File: config.mk
export PLATFORM = sky130hd
export DESIGN_NAME = cgra_tcdm_port_bridge
export DESIGN_NICKNAME = d
export VERILOG_FILES = /design/src/rtl/cgra_tcdm_pkg.sv /design/src/rtl/cgra_rsp_fifo.sv /design/src/rtl/cgra_tcdm_port_bridge_chk.sv /design/src/rtl/cgra_tcdm_port_bridge.sv
export SDC_FILE = /design/constraint.sdc
export NUM_CORES = 1
export LEC_CHECK = 0
export CORE_MARGIN = 5
export CORE_UTILIZATION = 50
export CTS_BUF_LIST = sky130_fd_sc_hd__clkbuf_8
export DETAILED_ROUTE_END_ITERATION = 12
export PLACE_DENSITY_LB_ADDON = 0.3
export SLEW_MARGIN = 20
export SYNTH_ARGS = -nofsm -noshare
export SYNTH_HDL_FRONTEND = slang
export SYNTH_SLANG_ARGS = --single-unit
export TNS_END_PERCENT = 1
File: constraint.sdc
create_clock -name clk_i -period 5.7 [get_ports clk_i]
set_clock_uncertainty 0.2 [all_clocks]
set_input_delay 0.57 -clock clk_i [delete_from_list [all_inputs] [get_ports clk_i]]
set_output_delay 0.57 -clock clk_i [all_outputs]
set_load 0.05 [all_outputs]
File: src/rtl/cgra_tcdm_pkg.sv
// Shared types and default widths for the CGRA data-memory to TCDM port bridge.
package cgra_tcdm_pkg;

  localparam int unsigned DefDataWidth      = 64;
  localparam int unsigned DefTcdmAddrWidth  = 48;
  localparam int unsigned DefCgraAddrWidth  = 6;
  localparam int unsigned DefPayloadWidth   = 16;
  localparam int unsigned DefMaxOutstanding = 4;

  typedef struct packed {
    logic [DefPayloadWidth-1:0] payload;
    logic                       predicate;
    logic                       bypass;
  } cgra_data_t;

  typedef enum logic [0:0] {
    IDLE = 1'b0,
    REQ  = 1'b1
  } issue_state_e;

  localparam logic GrantWr = 1'b0;
  localparam logic GrantRd = 1'b1;

endpackage

File: src/rtl/cgra_rsp_fifo.sv
// Read-response FIFO; push and pop may happen in the same cycle.
module cgra_rsp_fifo #(
  parameter int unsigned Width = 16,
  parameter int unsigned Depth = 4
) (
  input  logic                     clk_i,
  input  logic                     rst_i,
  input  logic                     push_i,
  input  logic [Width-1:0]         data_i,
  input  logic                     pop_i,
  output logic [Width-1:0]         data_o,
  output logic                     empty_o,
  output logic                     full_o,
  output logic [$clog2(Depth):0]   count_o
);

  localparam int unsigned PtrWidth = $clog2(Depth);
  localparam int unsigned CntWidth = PtrWidth + 1;

  logic [Width-1:0]    mem_q [Depth];
  logic [Width-1:0]    mem_d [Depth];
  logic [PtrWidth-1:0] wptr_q, wptr_d, rptr_q, rptr_d;
  logic [CntWidth-1:0] count_q, count_d;
  logic                do_push, do_pop;

  assign empty_o = (count_q == '0);
  assign full_o  = (count_q == CntWidth'(Depth));
  assign count_o = count_q;
  assign data_o  = mem_q[rptr_q];
  assign do_push = push_i & ~full_o;
  assign do_pop  = pop_i & ~empty_o;

  // Next-state storage, pointers and occupancy
  always_comb begin
    mem_d   = mem_q;
    wptr_d  = wptr_q;
    rptr_d  = rptr_q;
    count_d = count_q;
    if (do_push) begin
      mem_d[wptr_q] = data_i;
      wptr_d        = wptr_q + PtrWidth'(1);
    end else begin
      wptr_d = wptr_q;
    end
    if (do_pop) begin
      rptr_d = rptr_q + PtrWidth'(1);
    end else begin
      rptr_d = rptr_q;
    end
    case ({do_push, do_pop})
      2'b10:   count_d = count_q + CntWidth'(1);
      2'b01:   count_d = count_q - CntWidth'(1);
      default: count_d = count_q;
    endcase
  end

  // State registers
  always_ff @(posedge clk_i) begin
    if (rst_i) begin
      for (int i = 0; i < Depth; i++) begin
        mem_q[i] <= '0;
      end
      wptr_q  <= '0;
      rptr_q  <= '0;
      count_q <= '0;
    end else begin
      mem_q   <= mem_d;
      wptr_q  <= wptr_d;
      rptr_q  <= rptr_d;
      count_q <= count_d;
    end
  end

endmodule

File: src/rtl/cgra_tcdm_port_bridge_chk.sv
// Protocol checks for the bridge: no response without an outstanding read, no push into a full FIFO.
module cgra_tcdm_port_bridge_chk (
  input logic clk_i,
  input logic rst_i,
  input logic rsp_valid_i,
  input logic inflight_zero_i,
  input logic fifo_full_i
);

  rsp_without_read: assert property (@(posedge clk_i) disable iff (rst_i)
    !(rsp_valid_i && inflight_zero_i));

  push_while_full: assert property (@(posedge clk_i) disable iff (rst_i)
    !(rsp_valid_i && fifo_full_i));

endmodule

File: src/rtl/cgra_tcdm_port_bridge.sv
// CGRA en/rdy data-memory port to SNAX TCDM port bridge with credit-limited read buffering.
// Optional performance counters are enabled with CGRA_TCDM_BRIDGE_PERF_EN.
module cgra_tcdm_port_bridge
  import cgra_tcdm_pkg::*;
#(
  parameter int unsigned DataWidth      = DefDataWidth,
  parameter int unsigned TCDMAddrWidth  = DefTcdmAddrWidth,
  parameter int unsigned CgraAddrWidth  = DefCgraAddrWidth,
  parameter int unsigned PayloadWidth   = DefPayloadWidth,
  parameter logic [TCDMAddrWidth-1:0] BaseAddr = '0,
  parameter int unsigned MaxOutstanding = DefMaxOutstanding
) (
  input  logic                      clk_i,
  input  logic                      rst_i,
  input  logic                      waddr_en_i,
  input  logic [CgraAddrWidth-1:0]  waddr_msg_i,
  output logic                      waddr_rdy_o,
  input  logic                      wdata_en_i,
  input  logic [PayloadWidth+1:0]   wdata_msg_i,
  output logic                      wdata_rdy_o,
  input  logic                      raddr_en_i,
  input  logic [CgraAddrWidth-1:0]  raddr_msg_i,
  output logic                      raddr_rdy_o,
  output logic                      rdata_en_o,
  output logic [PayloadWidth+1:0]   rdata_msg_o,
  input  logic                      rdata_rdy_i,
  output logic                      tcdm_req_write_o,
  output logic [TCDMAddrWidth-1:0]  tcdm_req_addr_o,
  output logic [DataWidth-1:0]      tcdm_req_data_o,
  output logic [DataWidth/8-1:0]    tcdm_req_strb_o,
  output logic                      tcdm_req_q_valid_o,
  input  logic                      tcdm_rsp_q_ready_i,
  input  logic                      tcdm_rsp_p_valid_i,
  input  logic [DataWidth-1:0]      tcdm_rsp_data_i,
  output logic                      busy_o
`ifdef CGRA_TCDM_BRIDGE_PERF_EN
  ,
  output logic [31:0]               perf_wr_cnt_o,
  output logic [31:0]               perf_rd_cnt_o,
  output logic [31:0]               perf_stall_cnt_o
`endif
);

  localparam int unsigned MsgWidth   = PayloadWidth + 2;
  localparam int unsigned StrbWidth  = DataWidth / 8;
  localparam int unsigned OffsetBits = $clog2(StrbWidth);
  localparam int unsigned CntWidth   = $clog2(MaxOutstanding) + 1;

  logic                     wa_v_q, wa_v_d, wd_v_q, wd_v_d, ra_v_q, ra_v_d;
  logic [CgraAddrWidth-1:0] wa_addr_q, wa_addr_d, ra_addr_q, ra_addr_d;
  logic [MsgWidth-1:0]      wd_msg_q, wd_msg_d;
  issue_state_e             state_q, state_d;
  logic                     last_grant_q, last_grant_d;
  logic                     req_write_q, req_write_d;
  logic [TCDMAddrWidth-1:0] req_addr_q, req_addr_d;
  logic [DataWidth-1:0]     req_data_q, req_data_d;
  logic [StrbWidth-1:0]     req_strb_q, req_strb_d;
  logic [CntWidth-1:0]      inflight_q, inflight_d;

  logic                     waddr_hs, wdata_hs, raddr_hs;
  logic [CgraAddrWidth-1:0] wa_addr_eff, ra_addr_eff;
  logic [MsgWidth-1:0]      wd_msg_eff;
  logic                     wr_elig, wr_drop, rd_elig, grant_wr, grant_rd;
  logic                     rd_hs, rsp_ok, fifo_pop, fifo_empty, fifo_full;
  logic [CntWidth-1:0]      fifo_count, credits;
  logic [PayloadWidth-1:0]  fifo_data;
  logic                     unused_bits;

  function automatic logic [TCDMAddrWidth-1:0] word_to_byte(input logic [CgraAddrWidth-1:0] word);
    return BaseAddr + (TCDMAddrWidth'(word) << OffsetBits);
  endfunction

  assign waddr_hs = waddr_en_i & ~wa_v_q;
  assign wdata_hs = wdata_en_i & ~wd_v_q;
  assign raddr_hs = raddr_en_i & ~ra_v_q;

  // Incoming beats feed the arbiter directly so a request can leave one cycle after its handshake
  assign wa_addr_eff = wa_v_q ? wa_addr_q : waddr_msg_i;
  assign wd_msg_eff  = wd_v_q ? wd_msg_q : wdata_msg_i;
  assign ra_addr_eff = ra_v_q ? ra_addr_q : raddr_msg_i;

  assign wr_elig  = (wa_v_q | waddr_hs) & (wd_v_q | wdata_hs) & wd_msg_eff[1];
  assign wr_drop  = wa_v_q & wd_v_q & ~wd_msg_q[1];
  assign credits  = CntWidth'(MaxOutstanding) - fifo_count - inflight_q;
  assign rd_elig  = (ra_v_q | raddr_hs) & (credits != '0);
  assign rd_hs    = (state_q == REQ) & ~req_write_q & tcdm_rsp_q_ready_i;
  assign rsp_ok   = tcdm_rsp_p_valid_i & (inflight_q != '0);
  assign fifo_pop = ~fifo_empty & rdata_rdy_i;

  // Issue FSM and output request register
  always_comb begin
    state_d      = state_q;
    last_grant_d = last_grant_q;
    req_write_d  = req_write_q;
    req_addr_d   = req_addr_q;
    req_data_d   = req_data_q;
    req_strb_d   = req_strb_q;
    grant_wr     = 1'b0;
    grant_rd     = 1'b0;
    case (state_q)
      IDLE: begin
        if (wr_elig && (!rd_elig || last_grant_q == GrantRd)) begin
          grant_wr = 1'b1;
        end else if (rd_elig) begin
          grant_rd = 1'b1;
        end else begin
          grant_wr = 1'b0;
        end
      end
      REQ: begin
        if (tcdm_rsp_q_ready_i) begin
          state_d = IDLE;
        end else begin
          state_d = REQ;
        end
      end
      default: state_d = IDLE;
    endcase
    if (grant_wr) begin
      state_d      = REQ;
      last_grant_d = GrantWr;
      req_write_d  = 1'b1;
      req_addr_d   = word_to_byte(wa_addr_eff);
      req_data_d   = DataWidth'(wd_msg_eff[MsgWidth-1:2]);
      req_strb_d   = '1;
    end else if (grant_rd) begin
      state_d      = REQ;
      last_grant_d = GrantRd;
      req_write_d  = 1'b0;
      req_addr_d   = word_to_byte(ra_addr_eff);
      req_data_d   = '0;
      req_strb_d   = '0;
    end else begin
      last_grant_d = last_grant_q;
    end
  end

  // Holding registers: a granted or predicated-off beat is consumed, otherwise a handshake fills it
  always_comb begin
    wa_v_d    = wa_v_q;
    wa_addr_d = wa_addr_q;
    wd_v_d    = wd_v_q;
    wd_msg_d  = wd_msg_q;
    ra_v_d    = ra_v_q;
    ra_addr_d = ra_addr_q;
    if (grant_wr || wr_drop) begin
      wa_v_d = 1'b0;
      wd_v_d = 1'b0;
    end else begin
      if (waddr_hs) begin
        wa_v_d    = 1'b1;
        wa_addr_d = waddr_msg_i;
      end else begin
        wa_v_d = wa_v_q;
      end
      if (wdata_hs) begin
        wd_v_d   = 1'b1;
        wd_msg_d = wdata_msg_i;
      end else begin
        wd_v_d = wd_v_q;
      end
    end
    if (grant_rd) begin
      ra_v_d = 1'b0;
    end else if (raddr_hs) begin
      ra_v_d    = 1'b1;
      ra_addr_d = raddr_msg_i;
    end else begin
      ra_v_d = ra_v_q;
    end
  end

  assign inflight_d = inflight_q + CntWidth'(rd_hs) - CntWidth'(rsp_ok);

  // Bridge state registers
  always_ff @(posedge clk_i) begin
    if (rst_i) begin
      wa_v_q       <= 1'b0;
      wa_addr_q    <= '0;
      wd_v_q       <= 1'b0;
      wd_msg_q     <= '0;
      ra_v_q       <= 1'b0;
      ra_addr_q    <= '0;
      state_q      <= IDLE;
      last_grant_q <= GrantRd;
      req_write_q  <= 1'b0;
      req_addr_q   <= '0;
      req_data_q   <= '0;
      req_strb_q   <= '0;
      inflight_q   <= '0;
    end else begin
      wa_v_q       <= wa_v_d;
      wa_addr_q    <= wa_addr_d;
      wd_v_q       <= wd_v_d;
      wd_msg_q     <= wd_msg_d;
      ra_v_q       <= ra_v_d;
      ra_addr_q    <= ra_addr_d;
      state_q      <= state_d;
      last_grant_q <= last_grant_d;
      req_write_q  <= req_write_d;
      req_addr_q   <= req_addr_d;
      req_data_q   <= req_data_d;
      req_strb_q   <= req_strb_d;
      inflight_q   <= inflight_d;
    end
  end

  cgra_rsp_fifo #(
    .Width (PayloadWidth),
    .Depth (MaxOutstanding)
  ) u_rsp_fifo (
    .clk_i   (clk_i),
    .rst_i   (rst_i),
    .push_i  (rsp_ok),
    .data_i  (tcdm_rsp_data_i[PayloadWidth-1:0]),
    .pop_i   (fifo_pop),
    .data_o  (fifo_data),
    .empty_o (fifo_empty),
    .full_o  (fifo_full),
    .count_o (fifo_count)
  );

  cgra_tcdm_port_bridge_chk u_chk (
    .clk_i           (clk_i),
    .rst_i           (rst_i),
    .rsp_valid_i     (tcdm_rsp_p_valid_i),
    .inflight_zero_i (inflight_q == '0),
    .fifo_full_i     (fifo_full)
  );

  assign waddr_rdy_o        = ~wa_v_q;
  assign wdata_rdy_o        = ~wd_v_q;
  assign raddr_rdy_o        = ~ra_v_q;
  assign rdata_en_o         = ~fifo_empty;
  assign rdata_msg_o        = {fifo_data, 1'b1, 1'b0};
  assign tcdm_req_write_o   = req_write_q;
  assign tcdm_req_addr_o    = req_addr_q;
  assign tcdm_req_data_o    = req_data_q;
  assign tcdm_req_strb_o    = req_strb_q;
  assign tcdm_req_q_valid_o = (state_q == REQ);
  assign busy_o = wa_v_q | wd_v_q | ra_v_q | (state_q == REQ) | (inflight_q != '0) | ~fifo_empty;

  assign unused_bits = ^{tcdm_rsp_data_i[DataWidth-1:PayloadWidth], wd_msg_eff[0]};

`ifdef CGRA_TCDM_BRIDGE_PERF_EN
  logic [31:0] perf_wr_q, perf_wr_d, perf_rd_q, perf_rd_d, perf_stall_q, perf_stall_d;

  // Saturating event counters
  always_comb begin
    perf_wr_d    = perf_wr_q;
    perf_rd_d    = perf_rd_q;
    perf_stall_d = perf_stall_q;
    if (grant_wr && perf_wr_q != 32'hFFFF_FFFF) begin
      perf_wr_d = perf_wr_q + 32'd1;
    end else begin
      perf_wr_d = perf_wr_q;
    end
    if (grant_rd && perf_rd_q != 32'hFFFF_FFFF) begin
      perf_rd_d = perf_rd_q + 32'd1;
    end else begin
      perf_rd_d = perf_rd_q;
    end
    if (state_q == REQ && !tcdm_rsp_q_ready_i && perf_stall_q != 32'hFFFF_FFFF) begin
      perf_stall_d = perf_stall_q + 32'd1;
    end else begin
      perf_stall_d = perf_stall_q;
    end
  end

  // Counter registers
  always_ff @(posedge clk_i) begin
    if (rst_i) begin
      perf_wr_q    <= 32'd0;
      perf_rd_q    <= 32'd0;
      perf_stall_q <= 32'd0;
    end else begin
      perf_wr_q    <= perf_wr_d;
      perf_rd_q    <= perf_rd_d;
      perf_stall_q <= perf_stall_d;
    end
  end

  assign perf_wr_cnt_o    = perf_wr_q;
  assign perf_rd_cnt_o    = perf_rd_q;
  assign perf_stall_cnt_o = perf_stall_q;
`endif

endmodule

=== Yosys cells after proc, flatten, opt, wreduce, memory -nomap -nowiden ===
Index checks and enable logic that the tools add are counted.

* Add/subtract/negate cells: 8
* $lt $le $gt $ge: 3
* Equal/unequal tests: 3
* Mux-type cells: 29
* Bitwise operators: 33
* Reductions and logical operators: 15

{| class="wikitable"
|+ Operator list
! kind !! count
|-
| 2-to-1 mux 16 bit || 5
|-
| bitwise mux 64 bit || 1
|-
| binary-select mux 16 bit (select 2 bit) || 1
|-
| demux 16 bit (select 2 bit) || 1
|-
| 2-to-1 mux 18 bit || 1
|-
| 2-to-1 mux 9 bit || 2
|-
| 2-to-1 mux 8 bit || 2
|-
| bitwise AND 1 bit || 14
|-
| 2-to-1 mux 1 bit || 13
|-
| 2-to-1 mux 6 bit || 2
|-
| NOT 1 bit || 9
|-
| OR 1 bit || 8
|-
| >= comparator 3 bit, second input constant || 2
|-
| NOT 2 -> 3 bit || 2
|-
| case mux 3 bit (2 select lines) || 1
|-
| AND reduction 2 bit || 3
|-
| nonzero test 3 bit || 2
|-
| adder 2 x 1 -> 2 bit, second input constant || 2
|-
| nonzero test 2 bit || 2
|-
| OR reduction 2 bit || 2
|-
| adder 3 x 1 -> 3 bit || 1
|-
| adder 3 x 1 -> 3 bit, second input constant || 1
|-
| equality test 3 bit, second input constant || 1
|-
| logical NOT 3 bit || 1
|-
| other kinds (10) || 12
|}

* Register bits after elaboration: 140
* Output and inout port bits: 145
* Logic and storage cells: 111

=== Longest topological paths before layout ===
* Depth in word-level cells: 12
* Mapped depth: 10
* Depth with buffers taken out: 10

=== Modules after synthesis ===
A second synthesis with hierarchy kept.

* Cells, all modules: 684
* Area total of the unflattened synthesis: 7,113.1 sq um

{| class="wikitable"
|+ By module, submodules not included
! module !! times used !! cells each !! area an instance (sq um)
|-
| cgra_tcdm_port_bridge || 1 || 389 || 3,734.8
|-
| cgra_rsp_fifo || 1 || 295 || 3,378.2
|}

=== Worst setup path before layout ===
No wires, ideal clock.

* Kind: flip-flop to flip-flop
* Start point: reg u_rsp_fifo.count_q[2], in the netlist u_rsp_fifo.count_o[2]
* End point: reg u_rsp_fifo.count_q[2], in the netlist u_rsp_fifo.count_o[2]
* Library setup time: 71 ps
* Arrival time: 2,224 ps
* Required time: 5,429 ps
* Slack: 3,205 ps
* Stages on the path, launching flop included: 9
* Buffers on the path: 0
* Clock period less this slack: 2,495 ps
* Cell sequence: dfxtp_1 or3_1 and2_1 ha_1 inv_1 fa_1 xor2_1 or3_1 a21oi_1

* Cells in the longest elaborated chain, start to end: 6
* Elaborated cells on any way between the ends: 13

{| class="wikitable"
|+ RTL lines
! element !! line !! text
|-
| from (decl) || cgra_rsp_fifo.sv:23 || <nowiki>logic [CntWidth-1:0] count_q, count_d;</nowiki>
|-
| from (signal assigned) || cgra_rsp_fifo.sv:70 || <nowiki>count_q <= count_d;</nowiki>
|-
| logical NOT 3 bit (*) || cgra_rsp_fifo.sv:26 || <nowiki>assign empty_o = (count_q == '0);</nowiki>
|-
| NOT 1 bit (*) || - ||
|-
| via rdata_en_o || cgra_tcdm_port_bridge.sv:24 || <nowiki>output logic rdata_en_o,</nowiki>
|-
| bitwise AND 1 bit || cgra_tcdm_port_bridge.sv:88 || <nowiki>assign fifo_pop = ~fifo_empty & rdata_rdy_i;</nowiki>
|-
| bitwise AND 1 bit (*) || cgra_rsp_fifo.sv:31 || <nowiki>assign do_pop = pop_i & ~empty_o;</nowiki>
|-
| via u_rsp_fifo.do_pop || cgra_rsp_fifo.sv:24 || <nowiki>logic do_push, do_pop;</nowiki>
|-
| equality test 2 x 1 -> 1 bit / equality test 2 bit (equally long branches) || cgra_rsp_fifo.sv:50 || <nowiki>case ({do_push, do_pop})</nowiki>
|-
| case mux 3 bit (2 select lines) / nonzero test 2 bit (equally long branches) || - ||
|}

Mark *: on every way through the listed nets, which the timed path passes. The rest lies on a longest branch.
A chain may end at the register's enable or synchronous reset.

=== Worst setup path after layout ===
* Start point: reg u_rsp_fifo.rptr_q[0]
* End point: out rdata_msg_o[14]

* Cells in the longest elaborated chain, start to end: 4

{| class="wikitable"
|+ RTL lines
! element !! line !! text
|-
| from (decl) || cgra_rsp_fifo.sv:22 || <nowiki>logic [PtrWidth-1:0] wptr_q, wptr_d, rptr_q, rptr_d;</nowiki>
|-
| from (signal assigned) || cgra_rsp_fifo.sv:69 || <nowiki>rptr_q <= rptr_d;</nowiki>
|-
| NOT 2 -> 3 bit (not written as such) || cgra_rsp_fifo.sv:29 || <nowiki>assign data_o = mem_q[rptr_q];</nowiki>
|-
| binary-select mux 16 bit (select 2 bit) || cgra_rsp_fifo.sv:29 ||
|-
| 2-to-1 mux 16 bit (not written as such) (2 in series) || cgra_rsp_fifo.sv:29 ||
|-
| to (decl) || cgra_tcdm_port_bridge.sv:25 || <nowiki>output logic [PayloadWidth+1:0] rdata_msg_o,</nowiki>
|}

Every way passes these cells. The select of a mux whose other input is x is not followed.

==> impl_results.md <==
- Critical path endpoint category: output port
- GR Util All Layers: 17.6%
- Area Growth Syn to Fin: 16.1%
- Critical path class: reg2out
- Min Tclk post-route: 3.58 ns
- Hpwl dp: 9.82 mm
- Critical Path Fanout Max: 18
- Post-CTS Hold Buffers: 0
- Register area: 2620 um2
- Yosys top cell area share: 38.9%
- Most frequent cells in the layout: dfxtp_1 (131), mux2i_1 (105), clkdlybuf4s50_1 (104), nor2_1 (96), conb_1 (92)
- Wire per inst: 14.9 um
- Post-synth EDFFs: 0
- Post-DRT Antenna Nets: 0
- DRT Wirelength: 14.1 mm
- Clock Path Buffers: 2
- CTS Sinks: 131
- HP Class: reg2reg
- F_max: 279 MHz
- Die width: 126 um
- CTS tree: yes
- RSZ-0062 raised after global routing: no
- I/O Buffers: 105
- Initial antenna violation count: 0
- Initial Utilization: 50.9%
- Commonest non-fill, non-tap cell in the layout: dfxtp_1
- Leading post-synthesis cells by cell area: dfxtp_1 (39%), mux2i_1 (16%), buf_4 (11%)
- IO Count: 247
- Synth Warn #: 0
- Reg2Reg Launch Point: inflight_q[1]
- Fin Setup TNS: 0 ns
- Worst-Skew Late Latency: 0.44 ns
- TritonRoute pass-1 iters: 4
- Detailed-route via count: 4,656
- Critical path required time: 4.93 ns
- Status: completed
- Post-CTS Resized: 0
- H-Tree Level Count: 4
- Fill count: 1,136
- Final Hold Vio Count: 0
- Tot Pwr: 3.43 mW
- Crit share post-route: 62.9%
- Cell taking the most area after synthesis: dfxtp_1
- Largest net degree at the start of global routing: 108
- Core Region: 13,200 um2
- Share of cells above drive strength 1: 9.21%
- # diodes: 0
- CTS Root Buffer Type: clkbuf_8
- Nets: 873
- Seq cells post-synth: 131
- Arr. time, crit path: 2.81 ns
- Synthesized area: 6740 um2
- Vias in the first global route: 4,683
- Worst min-delay path startpoint: wd_msg_q[7]
- Worst setup path startpoint: u_rsp_fifo.rptr_q[0]
- Worst-path clk slew: 0.07 ns
- Async SR Flop Fraction: 0%
- Core Rows: 42
- CP Launch Type: flip-flop
- Residual DRC: 0
- Mapped Avg Cell Area: 9.92 um2
- Leak Pwr: 3.49 nW
- Die span in y: 126 um
- First-pass GRT wire length: 22.9 mm
- Max-slew violation count: 0
- Mapped Cells: 679
- GRT Residual Overflow: 0
- Routability cong.: 0.775
- Rel. slew slack: 27.6%
- DR vias/cell: 4.92
- Pwr/cell area: 438 nW/um2
- Ys flop type: dfxtp_1
- Least-Margin Pin Slew: 1.08 ns
- CTS Buf Count: 17
- Footprint of the multi-input gates: 3460 um2
- DR iter-0 viols: 297
- Share of the yosys chip area belonging to registers: 38.9%
- Die area: 15,900 um2
- Setup bufs post-CTS: 0
- Setup Viol. Count Final: 0
- Post-synth cell types: 38
- Max-cap violations: 0
- Worst IR drop on VDD: 0.262 mV
==> synth_stat cells, types with 2 or more instances <==
| cell | instances |
|---|---|
| and2_1 | 2 |
| dfxtp_1 | 131 |
| nor3_1 | 2 |
| xor2_1 | 7 |
| xnor2_1 | 4 |
| nand2_1 | 9 |
| a21oi_1 | 12 |
| nor2_1 | 96 |
| buf_2 | 10 |
| a221o_1 | 6 |
| a21oi_4 | 2 |
| conb_1 | 2 |
| a32oi_1 | 16 |
| or3_1 | 2 |
| buf_4 | 102 |
| fa_1 | 2 |
| nand2b_1 | 59 |
| mux2i_1 | 105 |
| nor4_1 | 5 |
| buf_1 | 4 |
| o31ai_1 | 3 |
| nor2b_1 | 2 |
| mux4_2 | 16 |
| clkbuf_1 | 21 |
| ha_1 | 10 |
| inv_1 | 21 |
| o21ai_0 | 2 |
| mux2_2 | 16 |
==> critical path: stages (launching register included) <==
cell	delay, ns
dfxtp_1	1.02
mux4_2	0.60
clkdlybuf4s50_1	0.74
==> layer usage <==
metal  wire (um)  track usage [%]  vias to the layer above
met2        7130             29.5                      154
met4         115             7.63                        0
met5           0                0                        -
met1        5920             21.1                     2217
met3         938             5.21                       10
li1            -                -                     2275
==> flip-flops by register name, summed over array words and instances, names as in the netlist <==
name and count:
wa_addr_q 6, ra_v_q 1, tcdm_req_addr_o 6, u_rsp_fifo.mem_q 64, u_rsp_fifo.rptr_q 2, u_rsp_fifo.count_o 3, tcdm_req_strb_o 1, wd_v_q 1
wd_msg_q 17, tcdm_req_data_o 16, tcdm_req_q_valid_o 1, u_rsp_fifo.wptr_q 2, wa_v_q 1, last_grant_q 1, inflight_q 3, ra_addr_q 6
==> metrics by stage <==
| step | hold slack [ns] | utilization, % | setup slack [ns] | cell area [um2] | std cells |
|---|---|---|---|---|---|
| floorplan | 0.241 | - | 3.21 | 7070 | 769 |
| finish | 0.271 | 59.1 | 2.12 | 7820 | 947 |
| global placement | 0.255 | 56.2 | 2.35 | 7450 | 916 |
| detailed placement | 0.263 | 56.2 | 2.30 | 7450 | 916 |
| CTS | 0.277 | 59.0 | 2.04 | 7810 | 947 |
| global route | 0.294 | 59.1 | 1.96 | 7820 | 947 |
==> worst paths after layout <==
| path | cells past startpoint | slack [ns] | end |
|---|---|---|---|
| max | 2 | 2.12 | rdata_msg_o[14] |
| min reg2reg | 2 | 0.27 | wd_msg_q[7] |
| max reg2reg | 8 | 2.41 | wd_msg_q[4] |
| min | 2 | 0.27 | wd_msg_q[7] |
==> where the power goes <==
group | switching, mW | internal [mW]
Combinational | 0.942 | 0.559
Sequential | 0.144 | 1.06
Clock | 0.355 | 0.370
Total | 1.44 | 1.99
==> layout make-up <==
cell class / count / share of cell area, %
sequential: 131 / 33.5
inverter: 21 / 1.01
multi-input combinational: 479 / 44.2
tap: 176 / 2.82
clock buffer: 20 / 3.52
timing repair buffer: 109 / 13.8
clock inverter: 11 / 1.14
==> kinds of logic after synthesis <==
group,share of synthesized area (%)
DFF,38.9
other,0.112
buffers and inverters,15.0
and+or+nand+nor,12.8
muxes,23.6
adders and majority gates,2.45
AOI/OAI and AO/OA,5.63
xor gates and xnor gates,1.43
Note: power is estimated with default switching activity, not from simulation.
